<file path="src/rtl/dbg_pkg.sv">
// Shared definitions for the debug register selector and the LCD driver:
// register count, register index names and the byte-lane layout of the
// 80-bit CPU debug bus.
package dbg_pkg;

    localparam int DBG_NUM_REGS = 10;
    localparam int DBG_BUS_W    = 8 * DBG_NUM_REGS;

    localparam logic [3:0] REG_PCH   = 4'd0;
    localparam logic [3:0] REG_PCL   = 4'd1;
    localparam logic [3:0] REG_A     = 4'd2;
    localparam logic [3:0] REG_B     = 4'd3;
    localparam logic [3:0] REG_C     = 4'd4;
    localparam logic [3:0] REG_D     = 4'd5;
    localparam logic [3:0] REG_E     = 4'd6;
    localparam logic [3:0] REG_H     = 4'd7;
    localparam logic [3:0] REG_L     = 4'd8;
    localparam logic [3:0] REG_FLAGS = 4'd9;

    typedef enum logic {
        MODE_CPU = 1'b0,
        MODE_RAM = 1'b1
    } dbg_mode_e;

    // Byte k of the CPU bus sits in bits [8k+7:8k]; indices without a lane read as zero.
    function automatic logic [7:0] cpu_byte(input logic [DBG_BUS_W-1:0] bus, input logic [3:0] idx);
        logic [7:0] b;
        b = 8'h00;
        case (idx)
            REG_PCH:   b = bus[7:0];
            REG_PCL:   b = bus[15:8];
            REG_A:     b = bus[23:16];
            REG_B:     b = bus[31:24];
            REG_C:     b = bus[39:32];
            REG_D:     b = bus[47:40];
            REG_E:     b = bus[55:48];
            REG_H:     b = bus[63:56];
            REG_L:     b = bus[71:64];
            REG_FLAGS: b = bus[79:72];
            default:   b = 8'h00;
        endcase
        return b;
    endfunction

endpackage

</file>
<file path="src/rtl/dbg_reg_select_if.sv">
// Signal bundle between the debug register selector and its surroundings:
// buttons, mode/freeze controls, the probe buses and the snapshot outputs.
interface dbg_reg_select_if;
    import dbg_pkg::*;

    logic                 btn_next;
    logic                 btn_prev;
    logic                 switchFlag;
    logic                 freeze;
    logic [DBG_BUS_W-1:0] CPU_interface;
    logic [7:0]           mem_addr;
    logic [7:0]           mem_data;
    logic [3:0]           dbg_reg_addr;
    logic [7:0]           addrInput;
    logic [7:0]           dataInput;
    logic                 snap_upd;

    modport master (
        output btn_next, btn_prev, switchFlag, freeze, CPU_interface, mem_addr, mem_data,
        input  dbg_reg_addr, addrInput, dataInput, snap_upd
    );

    modport slave (
        input  btn_next, btn_prev, switchFlag, freeze, CPU_interface, mem_addr, mem_data,
        output dbg_reg_addr, addrInput, dataInput, snap_upd
    );

endinterface

</file>
<file path="src/rtl/btn_debounce.sv">
// Pushbutton conditioner: two-flop synchronizer, stability counter and a
// rising-edge detector that emits one press pulse per accepted 0->1 change.
module btn_debounce #(
    parameter int DEBOUNCE_CYCLES = 500000
) (
    input  logic qzt_clk,
    input  logic rst_n,
    input  logic btn_raw,
    output logic press
);

    localparam int            CW       = (DEBOUNCE_CYCLES > 1) ? $clog2(DEBOUNCE_CYCLES) : 1;
    localparam logic [CW-1:0] CNT_LAST = CW'(DEBOUNCE_CYCLES - 1);

    logic          sync_meta;
    logic          sync_lvl;
    logic          sync_last;
    logic [CW-1:0] cnt;
    logic          stable;
    logic          stable_last;

    // Bring the asynchronous button into the clock domain.
    always_ff @(posedge qzt_clk or negedge rst_n) begin
        if (!rst_n) begin
            sync_meta <= 1'b0;
            sync_lvl  <= 1'b0;
        end else begin
            sync_meta <= btn_raw;
            sync_lvl  <= sync_meta;
        end
    end

    // Restart the count on any level change; accept the level once the count saturates.
    always_ff @(posedge qzt_clk or negedge rst_n) begin
        if (!rst_n) begin
            sync_last   <= 1'b0;
            cnt         <= '0;
            stable      <= 1'b0;
            stable_last <= 1'b0;
        end else begin
            sync_last   <= sync_lvl;
            stable_last <= stable;
            if (sync_lvl != sync_last) begin
                cnt <= '0;
            end else if (cnt != CNT_LAST) begin
                cnt <= cnt + 1'b1;
            end else begin
                stable <= sync_last;
            end
        end
    end

    assign press = stable & ~stable_last;

endmodule

</file>
<file path="src/rtl/dbg_reg_select.sv">
// Debug register selector feeding the LCD driver. Two debounced buttons step
// a register index; a slow refresh timer, index steps and mode changes load a
// snapshot of either the selected CPU byte or the RAM probe address/data.
module dbg_reg_select
    import dbg_pkg::*;
#(
    parameter int DEBOUNCE_CYCLES = 500000,
    parameter int REFRESH_CYCLES  = 2097152,
    parameter int NUM_REGS        = DBG_NUM_REGS
) (
    input logic              qzt_clk,
    input logic              rst_n,
    dbg_reg_select_if.slave  bus
);

    localparam int            RW           = (REFRESH_CYCLES > 1) ? $clog2(REFRESH_CYCLES) : 1;
    localparam logic [RW-1:0] REFRESH_LAST = RW'(REFRESH_CYCLES - 1);
    localparam logic [3:0]    IDX_LAST     = 4'(NUM_REGS - 1);
    localparam logic [4:0]    IDX_LIMIT    = 5'(NUM_REGS);

    logic          press_next;
    logic          press_prev;
    logic [3:0]    idx;
    logic [3:0]    idx_next;
    logic [3:0]    idx_prev;
    logic          idx_changed;
    logic [RW-1:0] refresh_cnt;
    logic          tick;
    logic          sw_meta;
    logic          sw_sync;
    logic          sw_last;
    logic          sw_changed;
    dbg_mode_e     mode;
    logic [7:0]    sel_byte;
    logic          load;
    logic [7:0]    addr_q;
    logic [7:0]    data_q;
    logic          upd_q;

    btn_debounce #(.DEBOUNCE_CYCLES(DEBOUNCE_CYCLES)) u_btn_next (
        .qzt_clk (qzt_clk),
        .rst_n   (rst_n),
        .btn_raw (bus.btn_next),
        .press   (press_next)
    );

    btn_debounce #(.DEBOUNCE_CYCLES(DEBOUNCE_CYCLES)) u_btn_prev (
        .qzt_clk (qzt_clk),
        .rst_n   (rst_n),
        .btn_raw (bus.btn_prev),
        .press   (press_prev)
    );

    // Wrap-around index stepping; simultaneous next and prev cancel out.
    always_comb begin
        idx_next = idx;
        unique case ({press_next, press_prev})
            2'b10:   idx_next = (idx == IDX_LAST) ? 4'd0 : idx + 4'd1;
            2'b01:   idx_next = (idx == 4'd0) ? IDX_LAST : idx - 4'd1;
            default: idx_next = idx;
        endcase
    end

    // Index register plus its one-cycle history used to trigger a reload.
    always_ff @(posedge qzt_clk or negedge rst_n) begin
        if (!rst_n) begin
            idx      <= 4'd0;
            idx_prev <= 4'd0;
        end else begin
            idx      <= idx_next;
            idx_prev <= idx;
        end
    end

    assign idx_changed = (idx != idx_prev);

    // Free-running refresh timer that wraps after its terminal count.
    always_ff @(posedge qzt_clk or negedge rst_n) begin
        if (!rst_n) begin
            refresh_cnt <= '0;
        end else if (tick) begin
            refresh_cnt <= '0;
        end else begin
            refresh_cnt <= refresh_cnt + 1'b1;
        end
    end

    assign tick = (refresh_cnt == REFRESH_LAST);

    // Synchronize the mode switch and keep last cycle's value for change detection.
    always_ff @(posedge qzt_clk or negedge rst_n) begin
        if (!rst_n) begin
            sw_meta <= 1'b0;
            sw_sync <= 1'b0;
            sw_last <= 1'b0;
        end else begin
            sw_meta <= bus.switchFlag;
            sw_sync <= sw_meta;
            sw_last <= sw_sync;
        end
    end

    assign sw_changed = (sw_sync != sw_last);
    assign mode       = dbg_mode_e'(sw_sync);

    // Pick the CPU byte for the current index; indices beyond the register count read zero.
    always_comb begin
        sel_byte = 8'h00;
        if ({1'b0, idx} < IDX_LIMIT) begin
            sel_byte = cpu_byte(bus.CPU_interface, idx);
        end
    end

    assign load = (tick | idx_changed | sw_changed) & ~bus.freeze;

    // Snapshot registers, with a pulse marking the cycle fresh values first appear.
    always_ff @(posedge qzt_clk or negedge rst_n) begin
        if (!rst_n) begin
            addr_q <= 8'h00;
            data_q <= 8'h00;
            upd_q  <= 1'b0;
        end else begin
            upd_q <= load;
            if (load) begin
                if (mode == MODE_RAM) begin
                    addr_q <= bus.mem_addr;
                    data_q <= bus.mem_data;
                end else begin
                    addr_q <= {4'b0000, idx};
                    data_q <= sel_byte;
                end
            end
        end
    end

    assign bus.dbg_reg_addr = idx;
    assign bus.addrInput    = addr_q;
    assign bus.dataInput    = data_q;
    assign bus.snap_upd     = upd_q;

endmodule

</file>
<file path="src/flat_wrapper.sv">
// flat-port wrapper written by rule: the top's interface ports become plain ports
module dbg_reg_select_flat import dbg_pkg::*;
#(
    parameter int DEBOUNCE_CYCLES = 500000,
    parameter int REFRESH_CYCLES  = 2097152,
    parameter int NUM_REGS        = DBG_NUM_REGS
)
  (qzt_clk, rst_n, bus_btn_next, bus_btn_prev, bus_switchFlag, bus_freeze, bus_CPU_interface, bus_mem_addr, bus_mem_data, bus_dbg_reg_addr, bus_addrInput, bus_dataInput, bus_snap_upd);
  dbg_reg_select_if bus_i ();
  input logic qzt_clk;
  input logic rst_n;
  input wire logic [$bits(bus_i.btn_next)-1:0] bus_btn_next;
  input wire logic [$bits(bus_i.btn_prev)-1:0] bus_btn_prev;
  input wire logic [$bits(bus_i.switchFlag)-1:0] bus_switchFlag;
  input wire logic [$bits(bus_i.freeze)-1:0] bus_freeze;
  input wire logic [$bits(bus_i.CPU_interface)-1:0] bus_CPU_interface;
  input wire logic [$bits(bus_i.mem_addr)-1:0] bus_mem_addr;
  input wire logic [$bits(bus_i.mem_data)-1:0] bus_mem_data;
  output wire logic [$bits(bus_i.dbg_reg_addr)-1:0] bus_dbg_reg_addr;
  output wire logic [$bits(bus_i.addrInput)-1:0] bus_addrInput;
  output wire logic [$bits(bus_i.dataInput)-1:0] bus_dataInput;
  output wire logic [$bits(bus_i.snap_upd)-1:0] bus_snap_upd;
  assign bus_i.btn_next = bus_btn_next;
  assign bus_i.btn_prev = bus_btn_prev;
  assign bus_i.switchFlag = bus_switchFlag;
  assign bus_i.freeze = bus_freeze;
  assign bus_i.CPU_interface = bus_CPU_interface;
  assign bus_i.mem_addr = bus_mem_addr;
  assign bus_i.mem_data = bus_mem_data;
  assign bus_dbg_reg_addr = bus_i.dbg_reg_addr;
  assign bus_addrInput = bus_i.addrInput;
  assign bus_dataInput = bus_i.dataInput;
  assign bus_snap_upd = bus_i.snap_upd;
  dbg_reg_select #(.DEBOUNCE_CYCLES(DEBOUNCE_CYCLES), .REFRESH_CYCLES(REFRESH_CYCLES), .NUM_REGS(NUM_REGS)) u_core (.qzt_clk(qzt_clk), .rst_n(rst_n), .bus(bus_i));
endmodule
</file>
<file path="config.mk">
export PLATFORM = sky130hd
export DESIGN_NAME = dbg_reg_select_flat
export DESIGN_NICKNAME = d
export VERILOG_FILES = /design/src/rtl/dbg_pkg.sv /design/src/rtl/dbg_reg_select_if.sv /design/src/rtl/btn_debounce.sv /design/src/rtl/dbg_reg_select.sv /design/src/flat_wrapper.sv
export SDC_FILE = /design/constraint.sdc
export NUM_CORES = 1
export LEC_CHECK = 0
export CORE_ASPECT_RATIO = 0.75
export CORE_MARGIN = 3
export CORE_UTILIZATION = 50
export CTS_CLUSTER_DIAMETER = 150
export DETAILED_ROUTE_END_ITERATION = 7
export PLACE_DENSITY = 0.85
export SLEW_MARGIN = 20
export SYNTH_ARGS = -nofsm -noshare
export SYNTH_HDL_FRONTEND = slang
export SYNTH_SLANG_ARGS = --single-unit
</file>
<file path="constraint.sdc">
create_clock -name qzt_clk -period 2.8 [get_ports qzt_clk]
set_input_delay 0.56 -clock qzt_clk [delete_from_list [all_inputs] [get_ports qzt_clk]]
set_output_delay 0.56 -clock qzt_clk [all_outputs]
set_load 0.02 [all_outputs]
</file>
## Word-level counts from Yosys, hierarchy flattened

Cells that the tools add are included.

| word-level totals | value |
|---|---|
| memories kept | 0 |
| bits in writable memories | 0 |
| latch bits | 0 |
| ROM bits | 0 |
| flip-flop bits (word level) | 97 |
| bits of input ports | 102 |

| operators by class | value |
|---|---|
| equal/unequal tests | 18 |
| reductions and logical operators | 6 |
| shifts and indexed selects | 0 |
| muxes and demuxes | 12 |
| div/mod/pow operators | 0 |
| magnitude comparators | 1 |
| $mul | 0 |
| bitwise logic cells | 12 |
| add/subtract/negate cells | 5 |

Operators by type and width:

| kind | count |
|---|---|
| case mux 8 bit (10 select lines) | 1 |
| 2-to-1 mux 19 bit | 4 |
| adder 19 x 1 -> 19 bit (second input constant) | 2 |
| inequality test 19 bit (second input constant) | 2 |
| 2-to-1 mux 8 bit | 3 |
| adder 21 x 1 -> 21 bit (second input constant) | 1 |
| == test 21 bit (second input constant) | 1 |
| 2-to-1 mux 21 bit | 1 |
| == test 4 x 3 -> 1 bit (second input constant) | 4 |
| == test 4 x 2 -> 1 bit (second input constant) | 2 |
| == test 4 bit (second input constant) | 2 |
| 2-to-1 mux 4 bit | 2 |
| case mux 4 bit (2 select lines) | 1 |
| inverter 1 bit | 7 |
| nonzero test 2 bit | 3 |
| adder 4 x 1 -> 4 bit (second input constant) | 1 |
| == test 4 x 1 -> 1 bit (second input constant) | 1 |
| logical NOT 4 bit | 1 |
| < comparator 4 bit (second input constant) | 1 |
| inequality test 4 bit | 1 |
| AND reduction 2 bit | 2 |
| subtractor 4 x 1 -> 4 bit (second input constant) | 1 |
| bitwise AND 1 bit | 3 |
| inequality test 1 bit | 3 |
| other kinds (3) | 4 |

## Longest topological paths before layout

Gate-level depths: netlist (run 1).

| depth | value |
|---|---|
| depth in word-level cells | 4 |
| gate-level depth with buffers | 9 |

## Hierarchy

Synthesis (run 1) repeated with hierarchy kept, for this count alone.

| second synthesis, totals | value |
|---|---|
| cells, all modules | 550 |
| area total of the unflattened synthesis | 5407.7 µm² |

Modules (own cells, without submodules):

| module | sequential area each (µm²) | cells an instance | times used | area an instance (µm²) |
|---|---|---|---|---|
| dbg_reg_select | 1226.2 | 314 | 1 | 3017.9 |
| btn_debounce | 600.6 | 118 | 2 | 1194.9 |

## Worst setup path before layout (run 1)

OpenSTA, ideal clock, no wires.

| timing path | value |
|---|---|
| kind | register -> register |
| from | reg u_core.idx[0], in the netlist u_core.bus.dbg_reg_addr[0] |
| to | reg u_core.data_q[4], in the netlist u_core.bus.dataInput[4] |
| slack | 756 ps |
| data required time | 2675 ps |
| setup time | 125 ps |
| arrival time | 1919 ps |
| clock period less this slack | 2044 ps |
| stages on the path, launching flop included | 6 |
| path through | dfrtp_1 > buf_2 > mux4_2 > a22o_1 > or3_1 > mux2_4 |

| on the way | value |
|---|---|
| longest elaborated chain between the ends | 4 |

RTL lines:

| what | RTL line | source |
|---|---|---|
| start, declared | dbg_reg_select.sv:23 | `logic [3:0] idx;` |
| start signal, assigned | dbg_reg_select.sv:70 | `idx <= idx_next;` |
| == test 4 bit (tied with other cells) | dbg_pkg.sv:29 | `case (idx)` |
| case mux 8 bit (10 select lines) or bitwise OR 1 bit (tied branches) | dbg_pkg.sv:29, dbg_reg_select.sv:114 |  |
| 2-to-1 mux 8 bit or bitwise OR 1 bit (tied branches) | dbg_reg_select.sv:109, dbg_reg_select.sv:114 |  |
| 2-to-1 mux 8 bit or bitwise AND 1 bit (tied branches) | dbg_reg_select.sv:125, dbg_reg_select.sv:114 |  |
| end signal, assigned | dbg_reg_select.sv:127 | `data_q <= bus.mem_data;` |
| end signal, assigned | dbg_reg_select.sv:130 | `data_q <= sel_byte;` |
| end, declared | dbg_reg_select.sv:37 | `logic [7:0] data_q;` |

Several ways; a longest one is shown, not always the timed one.
A chain may end at the register's enable or synchronous reset.

## Final worst setup path (run 1)

| timing path | value |
|---|---|
| from | reg u_core.idx[2], in the netlist u_core.bus.dbg_reg_addr[2] |
| to | out bus_dbg_reg_addr[2] |

RTL lines:

| what | RTL line | source |
|---|---|---|
| end, declared | flat_wrapper.sv:19 | `output wire logic [$bits(bus_i.dbg_reg_addr)-1:0] bus_dbg_reg_addr;` |

No word-level cell between the ends.

==> metrics.md, run 1 <==
| Metric | Value |
|---|---|
| Status | completed |
| #FFs+latches synth | 97 |
| Peak-usage layer in the global routing report | met2 |
| Total internal power | 2480 µW |
| Largest net degree at the start of global routing | 53 |
| Source-to-sink clock delay at the later pin of the worst-skew pair | 0.34 ns |
| Final sum of negative setup slack | 0 ns |
| TritonCTS clock tree | built |
| Area share of the leading cell type in the synthesized netlist | 0.463 |
| CP Max Fanout | 17 |
| Number of pins with negative max-slew slack in the final report | 0 |
| Family with the most delay on the worst path | buffers and inverters |
| Setup fix buffers added after clock tree synthesis | 0 |
| GRT Total Usage | 0.233 |
| Height of the die | 94.7 µm |
| Syn nets | 621 |
| Switching Fraction | 0.243 |
| Quantity of hold-fixing buffers added after cts | 0 |
| Crit share post-route | 0.936 |
| Class of the most critical hold timing path | primary input to async pin |
| Post-detailed-route DRC marker count | 0 |
| Number of flops mapped to enable cells by yosys | 0 |
| Reported leakage power | 0.00284 µW |
| HPWL reported at the end of detailed placement | 9.81 mm |
| Sequential group share of total power | 0.465 |
| Sw Pwr | 795 µW |
| Post-synth top area cell | dfrtp_1 |
| Num rows | 31 |
| Area growth syn-to-layout | 31.5% |
| GR Util met3 | 0.0594 |
| Number of gates resized after CTS | 0 |
| Fin util | 0.694 |
| Number of iterations in the first detailed-routing pass | 5 |
| Vias in the first global route | 4339 |
| DRC violation total after the first TritonRoute iteration | 278 |
| Wire length per cell after detailed routing | 17.4 µm |
| Hold Vio Cnt, Final | 0 |
| Number of warnings reported in the yosys synthesis log | 0 |
| Routability cong. | 0.948 |
| Number of I/O port buffers | 122 |
| Clock sinks | 97 |
| Unique masters post-synth | 61 |
| Category of the worst setup path capture point | output pin |
| GRT met2 Usage | 0.375 |
| Global-route wire length before repair | 22.0 mm |
| Initial antenna violation count | 0 |
| Final antenna diode count | 0 |
| Num CTS Buffers | 9 |
| Layout Nets | 742 |
| Tot Pwr | 3270 µW |
| Total Wirelength | 13.5 mm |
| Synth area leaders | dfrtp_1 (46%), xor2_1 (5.3%), nor2_1 (4.8%), xnor2_1 (3.8%), mux2_2 (3.2%) |
| Portion of total power attributed to the clock network | 0.380 |
| Clk slew on worst S/H paths | 0.06 ns |
| Number of instances in the synthesized netlist | 515 |
| Clock root buffer | clkbuf_16 |
| Pre-CTS setup slack | 0.453 ns |
| Overall die area | 11800 µm² |
| Slowest stage cell on the critical path | dfrtp_1 |
| Ratio of cells with drive above 1 in the final layout | 0.101 |
| Cells along the critical path | buf_4 -> clkdlybuf4s50_1 |
| Met1 demand-to-capacity share in global routing | 0.311 |
| Area taken by flip-flops and latches | 2430 µm² |
| Count of buffer and inverter cells on the critical path | 2 |
| Max H-tree Level | 3 |
| Crit Path Category | flop to output pin |
| Data required time at the worst endpoint | 2.24 ns |
| Vias after detailed routing | 4456 |
| Global route overflow | 0 |
| Remaining antenna violation count after routing | 0 |
| Number of buffers on the longest clock path | 2 |
| Shortest period the worst path allows | 2.62 ns |
| Signal arrival time at the worst endpoint | 2.06 ns |
| Synth Flop Type | dfrtp_1 |
| Syn Area/Cell | 10.2 µm² |
| Setup-failing EPs final | 0 |
| FILL cells | 702 |
| Worst-case headroom to the max-slew limit | 0.464 |
| VDD IR-drop max | 0.352 mV |
| Peak per-stage delay on the critical path | 0.69 ns |
| Least-Margin Pin Slew | 0.797 ns |
| Startpoint type of the worst setup path | flop |
| Via-per-instance ratio | 5.76 |
| Clock tree skew after final layout | 0.00818 ns |
| Boundary Pins | 123 |
| Die width | 124 µm |
| Worst-case setup margin in the final layout | 0.178 ns |
| Area of the multi-input gates | 2620 µm² |
| Synthesized area | 5240 µm² |
| Highest clock frequency the design can meet | 0.381 GHz |
| Initial core utilization | 0.528 |
| Register area share after synthesis | 0.463 |
| Share of async-settable or async-resettable flops after synthesis | 1.00 |
| Setup repair after global routing missed its margin | no |
| Power per Cell Area | 475 nW/µm² |
| Most frequent cells after synthesis | dfrtp_1 (97), nor2_1 (67), nand2_1 (34), xor2_1 (32), xnor2_1 (23) |
| Core footprint | 9930 µm² |
| Most numerous cell in the Yosys netlist | dfrtp_1 |
| Combinational power share | 0.155 |
| MaxCap Viol Count | 0 |
==> flip-flops by register name, summed over array words and instances (netlist names), 4 cells and up <==
name,count
u_core.refresh_cnt,21
u_core.idx_prev,4
u_core.u_btn_prev.cnt,19
u_core.u_btn_next.cnt,19
u_core.bus.addrInput,8
u_core.bus.dbg_reg_addr,4
u_core.bus.dataInput,8
==> kinds of logic after synthesis <==
kind of cell	after synthesis	synth area share
buf+inv	36	0.0368
flops	97	0.463
xor+xnor	55	0.0919
mux	38	0.0881
simple gates	213	0.209
fa+ha+maj	4	0.00955
compound gates	72	0.101
==> per-stage QoR <==
step / instances / hold slack [ns] / cell area (µm²)
2_1_floorplan: 515 / 0.264 / 5240
5_1_grt: 773 / 0.288 / 6890
3_3_place_gp: 757 / 0.336 / 6590
3_5_place_dp: 757 / 0.336 / 6590
4_1_cts: 773 / 0.273 / 6890
6_report: 773 / 0.252 / 6890
==> cells in the final DEF (no fill, tap or decap), drive strengths merged, types with 10 or more instances in the layout <==
cell type,netlist,final
nand2,34,34
xor2,32,32
nor3,16,16
inv,10,10
nand3,21,21
a21oi,12,12
a22oi,11,11
nor2b,11,11
clkbuf,10,10
xnor2,23,23
nand4,17,17
mux2,20,20
o21ai,15,15
clkdlybuf4s50,0,121
buf,16,15
nor2,67,67
dfrtp,97,97
mux2i,15,15
==> metal layers <==
metal  vias to the layer above  wire, µm
met1                      2207      6030
met3                        19       766
met2                       145      6490
li1                       2085         -
met4                         0       182
met5                         -         0
==> power by group through the flow <==
| stage | Clock [µW] | Sequential, µW | Combinational [µW] |
|---|---|---|---|
| 6_report | 1240 | 1520 | 508 |
| 5_1_grt | 1330 | 1530 | 544 |
| 4_1_cts | 1270 | 1520 | 513 |
| 3_5_place_dp | 0 | 1550 | 508 |
| 3_3_place_gp | 0 | 1540 | 496 |
| 2_1_floorplan | 0 | 1590 | 148 |
==> cell type report <==
cell class | count | area share
Clock inverter | 6 | 0.00980
Sequential cell | 97 | 0.352
Timing Repair Buffer | 136 | 0.194
Clock buffer | 10 | 0.0347
Tap cell | 132 | 0.0240
Multi-Input combinational cell | 382 | 0.380
Inverter | 10 | 0.00545
==> worst paths after layout <==
kind	end	cells past startpoint	from	slack (ns)
worst max-delay path	bus_dbg_reg_addr[2]	2	u_core.bus.dbg_reg_addr[2]	0.18
worst min-delay path	u_core.u_btn_prev.cnt[13]	1	rst_n	0.25
worst max register to register	u_core.bus.dataInput[5]	6	u_core.bus.dbg_reg_addr[2]	0.47
worst min register to register	u_core.u_btn_prev.sync_lvl	0	u_core.u_btn_prev.sync_meta	0.35
max in group asynchronous	u_core.refresh_cnt[16]	2	rst_n	1.88
min in group qzt_clk	u_core.u_btn_prev.sync_lvl	0	u_core.u_btn_prev.sync_meta	0.35
Note: power is estimated with default switching activity, not from simulation.
==> run 2: changes to the inputs <==
- ABC_CLOCK_PERIOD_IN_PS: not set -> 2800
==> results of run 2 <==
The final DEF is identical to that of run 1; final timing and power are the same.
